<file path="src/rtl/mux_rr_n.sv">
// mux_rr_n: N-channel round-robin time-multiplexing mux with valid/ready
// flow control and a registered output stage.
//
// Build option: MUX_SKIP_IDLE_EN
//   undefined - strict TDM, every channel owns one output slot in turn
//   defined   - skip idle channels (work-conserving round-robin)
//
// ptr_q is the only sequencing state, so there is no separate FSM.
// ptr_q | meaning
//   k   | channel k is the next one offered a slot (0 <= k < NCH)

module mux_rr_n #(
    parameter int WIDTH = 4,
    parameter int NCH   = 2,
    localparam int CW   = (NCH > 1) ? $clog2(NCH) : 1
) (
    input  logic                 clk,
    input  logic                 reset_L,
    input  logic [NCH*WIDTH-1:0] data_in,
    input  logic [NCH-1:0]       valid_in,
    output logic [NCH-1:0]       pop,
    output logic [WIDTH-1:0]     data_out,
    output logic                 valid_out,
    output logic [CW-1:0]        chan_out,
    input  logic                 ready_in
);

    logic [WIDTH-1:0] data_q, data_d;
    logic             valid_q, valid_d;
    logic [CW-1:0]    chan_q, chan_d;
    logic [CW-1:0]    ptr_q, ptr_d;

    logic             load_c;
    logic             found_c;
    logic [CW-1:0]    sel_c;
    logic [WIDTH-1:0] chan_word [NCH];

    // Next channel after p; explicit wrap because NCH need not be a power of two.
    function automatic logic [CW-1:0] wrap_inc(input logic [CW-1:0] p);
        if (p == CW'(NCH - 1)) begin
            return '0;
        end
        return p + CW'(1);
    endfunction

    // Channel reached after stepping i places from p, modulo NCH.
    function automatic logic [CW-1:0] step_from(input logic [CW-1:0] p, input int i);
        int s;
        s = int'(p) + i;
        if (s >= NCH) begin
            s = s - NCH;
        end
        return CW'(s);
    endfunction

    // Split the flat input bus into per-channel words.
    for (genvar g = 0; g < NCH; g++) begin : g_split
        assign chan_word[g] = data_in[g*WIDTH +: WIDTH];
    end

    // Channel selection: strict slot order, or first valid channel from ptr onward.
    always_comb begin
        found_c = 1'b0;
        sel_c   = ptr_q;
`ifdef MUX_SKIP_IDLE_EN
        for (int i = 0; i < NCH; i++) begin
            if (!found_c && valid_in[step_from(ptr_q, i)]) begin
                found_c = 1'b1;
                sel_c   = step_from(ptr_q, i);
            end
        end
`else
        // Every slot is taken by ptr_q whether or not that channel has data.
        found_c = 1'b1;
`endif
    end

    // Output-register next state and the combinational dequeue strobes.
    always_comb begin
        data_d  = data_q;
        valid_d = valid_q;
        chan_d  = chan_q;
        ptr_d   = ptr_q;
        pop     = '0;
        // Slot is empty or its word leaves this cycle, so a new one may enter.
        load_c  = !valid_q || ready_in;

        if (load_c) begin
            if (found_c) begin
                data_d  = chan_word[sel_c];
                chan_d  = sel_c;
                ptr_d   = wrap_inc(sel_c);
`ifdef MUX_SKIP_IDLE_EN
                valid_d = 1'b1;
`else
                valid_d = valid_in[sel_c];
`endif
            end else begin
                // Nothing to send: drain the slot but keep data, channel and ptr.
                valid_d = 1'b0;
            end

            // Gated by reset so a producer never dequeues a word that is then dropped.
            if (reset_L && found_c && valid_in[sel_c]) begin
                pop[sel_c] = 1'b1;
            end
        end
    end

    // State registers, cleared asynchronously.
    always_ff @(posedge clk or negedge reset_L) begin
        if (!reset_L) begin
            data_q  <= '0;
            valid_q <= 1'b0;
            chan_q  <= '0;
            ptr_q   <= '0;
        end else begin
            data_q  <= data_d;
            valid_q <= valid_d;
            chan_q  <= chan_d;
            ptr_q   <= ptr_d;
        end
    end

    assign data_out  = data_q;
    assign valid_out = valid_q;
    assign chan_out  = chan_q;

    // Structural invariants: pointer in range, at most one dequeue, stall holds.
    a_ptr_range : assert property (@(posedge clk) disable iff (!reset_L)
        int'(ptr_q) < NCH);
    a_pop_onehot : assert property (@(posedge clk) disable iff (!reset_L)
        $onehot0(pop));
    a_stall_hold : assert property (@(posedge clk) disable iff (!reset_L)
        (valid_q && !ready_in) |=> ($stable(data_q) && $stable(chan_q) && $stable(ptr_q) && valid_q));

endmodule

</file>
<file path="config.mk">
export PLATFORM = sky130hd
export DESIGN_NAME = mux_rr_n
export DESIGN_NICKNAME = d
export VERILOG_FILES = /design/src/rtl/mux_rr_n.sv
export SDC_FILE = /design/constraint.sdc
export NUM_CORES = 1
export LEC_CHECK = 0
export CAP_MARGIN = 5
export CORE_AREA = 2 2 39 41
export DETAILED_ROUTE_END_ITERATION = 12
export DIE_AREA = 0 0 41 43
export DONT_BUFFER_PORTS = 1
export GPL_TIMING_DRIVEN = 1
export SYNTH_ARGS = -nofsm -noshare
export SYNTH_HDL_FRONTEND = slang
export SYNTH_SLANG_ARGS = --single-unit
</file>
<file path="constraint.sdc">
create_clock -name clk -period 3.43 [get_ports clk]
set_clock_uncertainty 0.2 [all_clocks]
set_input_delay 1.029 -clock clk [delete_from_list [all_inputs] [get_ports clk]]
set_output_delay 1.029 -clock clk [all_outputs]
set_load 0.1 [all_outputs]
</file>
Word level (Yosys, flattened, before mapping). Cells that the tools add are included.

Multiplexer cells: 13. Reduce and logical (&&, ||, !) cells: 4. $lt $le $gt $ge: 3. $add $sub $neg: 1. Bitwise logic cells: 1.

Operators with widths (count): 4-bit two-way mux (3); 1-bit two-way mux (7); 2-bit two-way mux (2); 2-bit greater-or-equal comparator, second input constant (1); 1-bit logical AND (2); 1-bit by 2-bit < comparator with 1-bit output, second input constant (1); 1-bit NOT with 2-bit output (1); 1-bit adder, second input constant (1); 1-bit demux with 1-bit select (1); 1-bit greater-or-equal comparator, second input constant (1); 1-bit logical NOT (1); 1-bit logical OR (1).

Word-level logic and storage cells: 26. Flip-flop bits (word level): 7. Input bits: 13.

Depth between registers and ports, before layout. Gate-level depths: netlist of run 1.

Depth after elaboration: 6. Depth in mapped cells: 3. Mapped depth without buffers: 2.

Least setup slack after synthesis of run 1. Ideal clock, no wire load.

Path type: input to output. From: input ready_in. To: output pop[0]. Path slack: 269 ps. Stages on the path: 3. Arrival time: 1932 ps. Cells stage by stage: nand2b_1 buf_2 and4b_2.

Longest elaborated chain between the ends: 2.

RTL lines: start, declared (RTL line 25) `input logic ready_in`; 1-bit logical OR (RTL line 86) `load_c = !valid_q || ready_in;`; 2-bit two-way mux (RTL line 88) `if (load_c) begin`; end, declared (RTL line 21) `output logic [NCH-1:0] pop,`.

Every way passes these cells.

Final worst setup path of run 1. Ends and elaborated chain as after synthesis.

==> results of run 1 <==
## state kept, by name (all words and copies together), names as in the netlist
name and count:
valid_out 1, ptr_q 1, data_out 4, chan_out 1
## synthesized netlist by cell type
cell type | instances | area share, %
mux2_2 | 1 | 3.0
nand2b_1 | 1 | 1.7
buf_6 | 1 | 3.0
buf_2 | 1 | 1.3
mux2_4 | 8 | 32
nand2_1 | 1 | 1.0
mux2i_1 | 1 | 2.7
dfrtp_1 | 7 | 47
xor2_1 | 1 | 2.3
and4_2 | 1 | 2.7
and4b_2 | 1 | 3.0
## critical path: cells and delay by family
family | cells | cell delay [ns]
AND/OR/NAND/NOR | 2 | 0.42
buffers and inverters | 1 | 0.17
## path summary, 6_finish.rpt
| kind | slack (ns) | startpoint | cells after the start | endpoint |
|---|---|---|---|---|
| min reg2reg | 0.51 | valid_out | 3 | valid_out |
| min in group clk | 0.51 | valid_out | 3 | valid_out |
| min | 0.27 | reset_L | 0 | data_out[3] |
| max in group asynchronous | 2.69 | reset_L | 0 | data_out[1] |
| max | 0.58 | ready_in | 3 | pop[0] |
| max reg2reg | 1.93 | ptr_q | 2 | data_out[2] |
## through the flow
step,instances,hold WS (ns),instance area [um2],setup WS (ns),util [%]
floorplan,24,0.362,373,0.269,-
global placement,42,0.498,432,0.578,31.2
detailed placement,42,0.501,432,0.576,31.2
CTS,46,0.258,458,0.574,33.1
global route,46,0.250,458,0.552,33.1
finish,46,0.273,458,0.578,33.1
## cells by family after synthesis
family | Yosys count
buffers and inverters | 2
DFF | 7
and+or+nand+nor | 4
xor gates and xnor gates | 1
muxes | 10
## per-layer routing
layer  wire, um  GRT usage [%]  vias to the layer above
met5          0              0                        -
met4          0           8.00                        0
met3         60           6.81                        0
met2        400           13.8                       11
met1        258           10.5                       99
li1           -              -                       96
## layout make-up
| class | count | area (um2) |
|---|---|---|
| Clock buffer | 4 | 26.3 |
| Timing Repair Buffer | 4 | 55.1 |
| Sequential cell | 7 | 175 |
| Fill cell | 144 | 926 |
| Tap cell | 16 | 20.0 |
| Multi-Input combinational cell | 15 | 181 |
==> impl_metrics.env, run 1 <==
export IMPL_max_cap_violations=0
export IMPL_netlist_area_um2=373
export IMPL_final_cell_mix="mux2_4, dfrtp_1, clkbuf_4, buf_12, buf_4"
export IMPL_overflow=0
export IMPL_route_detailed_drc=0
export IMPL_drtPass1Iterations=2
export IMPL_setup_viol=0
export IMPL_path_clk_slew_ns=0.05
export IMPL_row_count=14
export IMPL_cp_arrival_ns=1.62
export IMPL_fin_setup_tns_ns=0
export IMPL_grt_pass1_wl_um=1080
export IMPL_max_freq_ghz=0.351
export IMPL_hp_class="input pin to async pin"
export IMPL_initial_core_util_pct=26.9
export IMPL_synth_seq_area_share_pct=47.0
export IMPL_status="finished clean"
export IMPL_rsz0062_at_grt="false"
export IMPL_ys_ff_latch=7
export IMPL_routed_wl_um=719
export IMPL_grt_antenna_before_repair=0
export IMPL_grt_max_degree=10
export IMPL_synth_top_family_by_area="multiplexers"
export IMPL_relSlewSlack_pct=39.8
export IMPL_yosys_area_share_simple_pct=8.39
export IMPL_pin_count=21
export IMPL_antenna_cells=0
export IMPL_slew_violations=0
export IMPL_globalplace_congestion=0.634
export IMPL_synth_nets=37
export IMPL_num_vias=206
export IMPL_dieArea_mm2=0.00176
export IMPL_cp_slowest_cell="and4b_2"
export IMPL_hold_buffers=0
export IMPL_synth_adder_area_share_pct=0
export IMPL_h_tree_depth=1
export IMPL_die_w_um=41
export IMPL_worst_slew_pin_slew_ns=0.903
export IMPL_area_growth_synth_to_final_pct=22.8
export IMPL_finalCriticalPeriod_ns=2.85
export IMPL_wl_per_cell_um=15.6
export IMPL_numCtsBuffers=3
export IMPL_worstPathCellList="nand2b_1 > and4b_2 > buf_12"
export IMPL_syn_area_per_cell_um2=15.5
export IMPL_core_area_mm2=0.00138
export IMPL_drt_iter0_markers=1
export IMPL_criticalPathCategory="input pin to output port"
export IMPL_cts_resized_gates=0
export IMPL_clock_latency_ns=0.25
export IMPL_crit_path_end_kind="output port"
export IMPL_detail_route_vias_per_cell=4.48
export IMPL_layout_commonest_cell="mux2_4"
export IMPL_start_kind="input pin"
export IMPL_synth_compound_area_share_pct=0
export IMPL_grt_use_total_pct=10.2
export IMPL_nNetsFinal=44
export IMPL_final_antenna_net_count=0
export IMPL_cts_setup_buffers=0
export IMPL_drive_gt1_share_pct=60.0
export IMPL_synth_cell_types=11
export IMPL_synthMuxAreaShare_pct=37.9
export IMPL_hpwl_um=553
export IMPL_clk_path_buf_depth=2
export IMPL_critical_path_max_fanout=3
export IMPL_ys_warn_count=0
export IMPL_cp_required_ns=2.20
export IMPL_numPortBuffers=0
export IMPL_cts_tree="yes"
export IMPL_grt_pass1_vias=240
export IMPL_finalCritPeriodShare_pct=83.2
export IMPL_cts_root_buf="clkbuf_4"
export IMPL_syn_inst=24
export IMPL_clock_sinks=7
export IMPL_crit_path_max_incr_delay_ns=0.27
export IMPL_hold_viol_final=0
export IMPL_die_h_um=43
export IMPL_synth_xor_area_share_pct=2.35
Power of run 1 is not shown: default switching activity piles up to over one toggle a cycle in this logic, so the estimate is an artifact.
==> run 2, diff against run 1 <==
- clock period: 3.43 -> 2.7 ns (I/O delays scaled with it)
==> run 2 against run 1 <==
Wire length is 9.3% lower. Critical path depth down 1. Clock-buffer cell count did not move. Cell area decreased by 7.1%. Largest cell class unchanged. Register-to-register slack got worse by 0.72 ns. Hold slack worse by 0.22 ns. Via count is 0.49% lower. Die area unchanged.
==> impl_metrics.env, run 2 (synthesis gave the netlist of run 1 again) <==
export IMPL_relSlewSlack_pct=39.4
export IMPL_slew_violations=0
export IMPL_rrSetupSlack_ns=1.21
export IMPL_hpwl_um=516
export IMPL_critical_path_max_fanout=3
export IMPL_post_route_util_pct=30.7
export IMPL_grt_pass1_vias=228
export IMPL_crit_buf_inv=0
export IMPL_routed_wl_um=652
export IMPL_seqCellArea_um2=175
export IMPL_initial_core_util_pct=26.9
export IMPL_regToRegStartpoint="data_out[2]"
export IMPL_h_tree_depth=1
export IMPL_start_kind="input pin"
export IMPL_cts_tree="yes"
export IMPL_hp_class="input pin to async pin"
export IMPL_die_w_um=41
export IMPL_overflow=0
export IMPL_die_h_um=43
export IMPL_drt_iter0_markers=2
export IMPL_hold_buffers=0
export IMPL_dp_cells=41
export IMPL_crit_path_max_incr_delay_ns=0.60
export IMPL_status="finished clean"
export IMPL_setup_viol=0
export IMPL_worst_slew_pin_slew_ns=0.909
export IMPL_route_detailed_drc=0
export IMPL_numPortBuffers=0
export IMPL_grt_use_total_pct=9.48
export IMPL_detail_route_vias_per_cell=4.56
export IMPL_worstPathCellList="nand2b_1 > and4b_2"
export IMPL_multiInputGateArea_um2=181
export IMPL_crit_path_end_kind="output port"
export IMPL_finalCritPeriodShare_pct=94.5
export IMPL_max_freq_ghz=0.392
export IMPL_num_fill_cells=147
export IMPL_wl_per_cell_um=14.5
export IMPL_fin_setup_tns_ns=0
export IMPL_finalHoldWorstSlack_ns=0.0529
export IMPL_max_cap_violations=0
export IMPL_finalCriticalPeriod_ns=2.55
export IMPL_core_area_mm2=0.00138
export IMPL_rsz0062_at_grt="false"
export IMPL_globalplace_congestion=0.594
export IMPL_cp_arrival_ns=1.54
export IMPL_antenna_cells=0
export IMPL_critPathTopFamily="simple AND/OR/NAND/NOR gates"
export IMPL_area_growth_synth_to_final_pct=14.1
export IMPL_grt_pass1_wl_um=1000
export IMPL_clock_sinks=7
export IMPL_dieArea_mm2=0.00176
export IMPL_layout_commonest_cell="mux2_4"
export IMPL_cts_setup_buffers=0
export IMPL_numCtsBuffers=3
export IMPL_pin_count=21
export IMPL_drive_gt1_share_pct=58.6
export IMPL_row_count=14
export IMPL_largest_register_ffs=4
export IMPL_hold_viol_final=0
export IMPL_path_clk_slew_ns=0.05
export IMPL_final_cell_mix="mux2_4, dfrtp_1, clkbuf_4, buf_4"
export IMPL_cp_slowest_cell="and4b_2"
export IMPL_grt_max_degree=10
export IMPL_nNetsFinal=43
export IMPL_cts_resized_gates=0
export IMPL_clock_latency_ns=0.25
export IMPL_reg2reg_depth=1
export IMPL_drtPass1Iterations=2
export IMPL_final_antenna_net_count=0
export IMPL_clk_path_buf_depth=2
export IMPL_fin_cells=45
export IMPL_cp_required_ns=1.69
export IMPL_grt_antenna_before_repair=0
export IMPL_criticalPathCategory="input pin to output port"
export IMPL_cts_root_buf="clkbuf_4"
export IMPL_r2r_end="data_out[2]"
export IMPL_num_vias=205
-- run 2: stage by stage --
step	area, um2	worst slack [ns]
2_1_floorplan	373	-0.0379
3_3_place_gp	399	0.154
3_5_place_dp	399	0.148
4_1_cts	425	0.143
5_1_grt	425	0.127
6_report	425	0.149
-- run 2: layout make-up --
class                           instances  share of cell area (%)
Sequential cell                         7                    41.2
Clock buffer                            4                    6.18
Multi-Input combinational cell         15                    42.6
Tap cell                               16                    4.71
Timing Repair Buffer                    3                    5.29
-- run 2: routing by layer --
metal  up-vias  global-route usage (%)  share of wire [%]
met5         -                       0                  0
met4         0                    8.00                  0
met3         0                    7.33                 11
met2        11                    13.1                 52
met1        98                    8.47                 37
li1         96                       -                  -
-- run 2: worst max path at each step --
| stage | from | slack [ns] | depth (start not counted) | end |
|---|---|---|---|---|
| 3_5_place_dp | ready_in | 0.15 | 2 | pop[0] |
| 4_1_cts | ready_in | 0.14 | 2 | pop[0] |
| 5_1_grt | ready_in | 0.13 | 2 | pop[0] |
| 3_3_place_gp | ready_in | 0.15 | 2 | pop[0] |
| 2_1_floorplan | valid_out | -0.04 | 3 | pop[0] |
| 6_report | ready_in | 0.15 | 2 | pop[0] |
Power of run 2 is left out for the same reason.
==> run 3, diff against run 2 <==
==> constraint.sdc (replaced) <==
create_clock -name clk -period 2.7 [get_ports clk]
set_clock_uncertainty 0.2 [all_clocks]
set_input_delay 0.675 -clock clk [delete_from_list [all_inputs] [get_ports clk]]
set_output_delay 0.675 -clock clk [all_outputs]
set_load 0.1 [all_outputs]
==> run 3 against run 2 <==
Clock-buffer cell count unchanged. Cell area increased by 0.59%. Hold slack improved by 0.31 ns. Wire length increased by 2.8%. Critical path type is now flop to output port. Critical path depth decreased by 1. Non-clock buffer count unchanged. Register-to-register slack about the same. Sequential cell count unchanged. Die area unchanged.
==> impl_metrics.env, run 3 (synthesis gave the netlist of run 1 again) <==
export IMPL_hp_class="input pin to flop"
export IMPL_crit_path_end_kind="output port"
export IMPL_antenna_cells=0
export IMPL_initial_core_util_pct=26.9
export IMPL_overflow=0
export IMPL_status="finished clean"
export IMPL_crit_cells=1
export IMPL_final_antenna_net_count=0
export IMPL_grt_pass1_vias=222
export IMPL_criticalPathCategory="flop to output port"
export IMPL_nNetsFinal=43
export IMPL_pin_count=21
export IMPL_clock_sinks=7
export IMPL_finalCritPeriodShare_pct=88.2
export IMPL_finalCriticalPeriod_ns=2.38
export IMPL_drtPass1Iterations=1
export IMPL_globalplace_congestion=0.579
export IMPL_hold_depth=2
export IMPL_grt_pass1_wl_um=1060
export IMPL_crit_buf_inv=0
export IMPL_numCtsBuffers=3
export IMPL_cp_slowest_cell="and4_2"
export IMPL_rsz0062_at_grt="false"
export IMPL_area_growth_synth_to_final_pct=14.8
export IMPL_row_count=14
export IMPL_cp_arrival_ns=1.51
export IMPL_grt_antenna_before_repair=0
export IMPL_finalHoldWorstSlack_ns=0.363
export IMPL_grt_max_degree=10
export IMPL_worstPathCellList="and4_2"
export IMPL_reg2reg_depth=2
export IMPL_grt_use_total_pct=10.1
export IMPL_num_vias=199
export IMPL_clock_latency_ns=0.25
export IMPL_largest_register_ffs=4
export IMPL_cts_setup_buffers=0
export IMPL_core_area_mm2=0.00138
export IMPL_dieArea_mm2=0.00176
export IMPL_setup_viol=0
export IMPL_max_freq_ghz=0.420
export IMPL_crit_path_max_incr_delay_ns=0.67
export IMPL_hold_buffers=1
export IMPL_post_place_ws_ns=0.417
export IMPL_hold_viol_final=0
export IMPL_detail_route_vias_per_cell=4.42
export IMPL_layout_commonest_cell="mux2_4"
export IMPL_drive_gt1_share_pct=55.2
export IMPL_numPortBuffers=0
export IMPL_worst_slew_pin_slew_ns=0.905
export IMPL_path_clk_slew_ns=0.05
export IMPL_final_cell_mix="mux2_4, dfrtp_1, clkbuf_4, buf_4"
export IMPL_hpwl_um=508
export IMPL_die_w_um=41
export IMPL_routed_wl_um=670
export IMPL_cts_root_buf="clkbuf_4"
export IMPL_slew_violations=0
export IMPL_start_kind="flop"
export IMPL_critPathTopFamily="simple AND/OR/NAND/NOR gates"
export IMPL_route_detailed_drc=0
export IMPL_critical_path_max_fanout=9
export IMPL_max_cap_violations=0
export IMPL_h_tree_depth=1
export IMPL_cts_resized_gates=0
export IMPL_cts_tree="yes"
export IMPL_relSlewSlack_pct=39.6
export IMPL_fin_ws_ns=0.318
export IMPL_die_h_um=43
export IMPL_fin_setup_tns_ns=0
export IMPL_cp_required_ns=1.82
export IMPL_clk_path_buf_depth=2
export IMPL_wl_per_cell_um=14.9
export IMPL_drt_iter0_markers=0
[run 3: cell types whose count changed in the layout (fill, tap and decap cells not counted), sizes merged]
| cell | previous run | this run |
|---|---|---|
| dlygate4sd3 | 0 | 1 |
| buf | 3 | 2 |
[run 3: path summary, 6_finish.rpt]
| check | from | end | slack, ns |
|---|---|---|---|
| setup reg to reg | ptr_q | data_out[2] | 1.20 |
| hold reg to reg | valid_out | valid_out | 0.51 |
| max in group asynchronous | reset_L | data_out[2] | 1.51 |
| min in group asynchronous | reset_L | data_out[3] | 0.55 |
| hold / removal | valid_in[0] | valid_out | 0.36 |
| setup / recovery | ptr_q | pop[1] | 0.32 |
[run 3: layout make-up]
type,count,area (um2)
clock buffer,4,26.3
sequential,7,175
fill,145,956
tap,16,20.0
timing repair buffer,3,25.0
multi-input combinational,15,181
[run 3: routing by layer]
metal	GRT usage (%)	up-vias	share of wire [%]	wire length (um)
met4	8.00	0	0	0
li1	-	96	-	-
met2	12.2	11	49	328
met5	0	-	0	0
met3	6.81	0	10	68
met1	11.8	92	41	273
[run 3: stage by stage]
stage,cell area [um2],std cells,utilization (%)
2_1_floorplan,373,24,-
3_3_place_gp,392,40,28.3
3_5_place_dp,392,40,28.3
4_1_cts,428,45,30.9
5_1_grt,428,45,30.9
6_report,428,45,30.9
Power of run 3 is left out for the same reason.
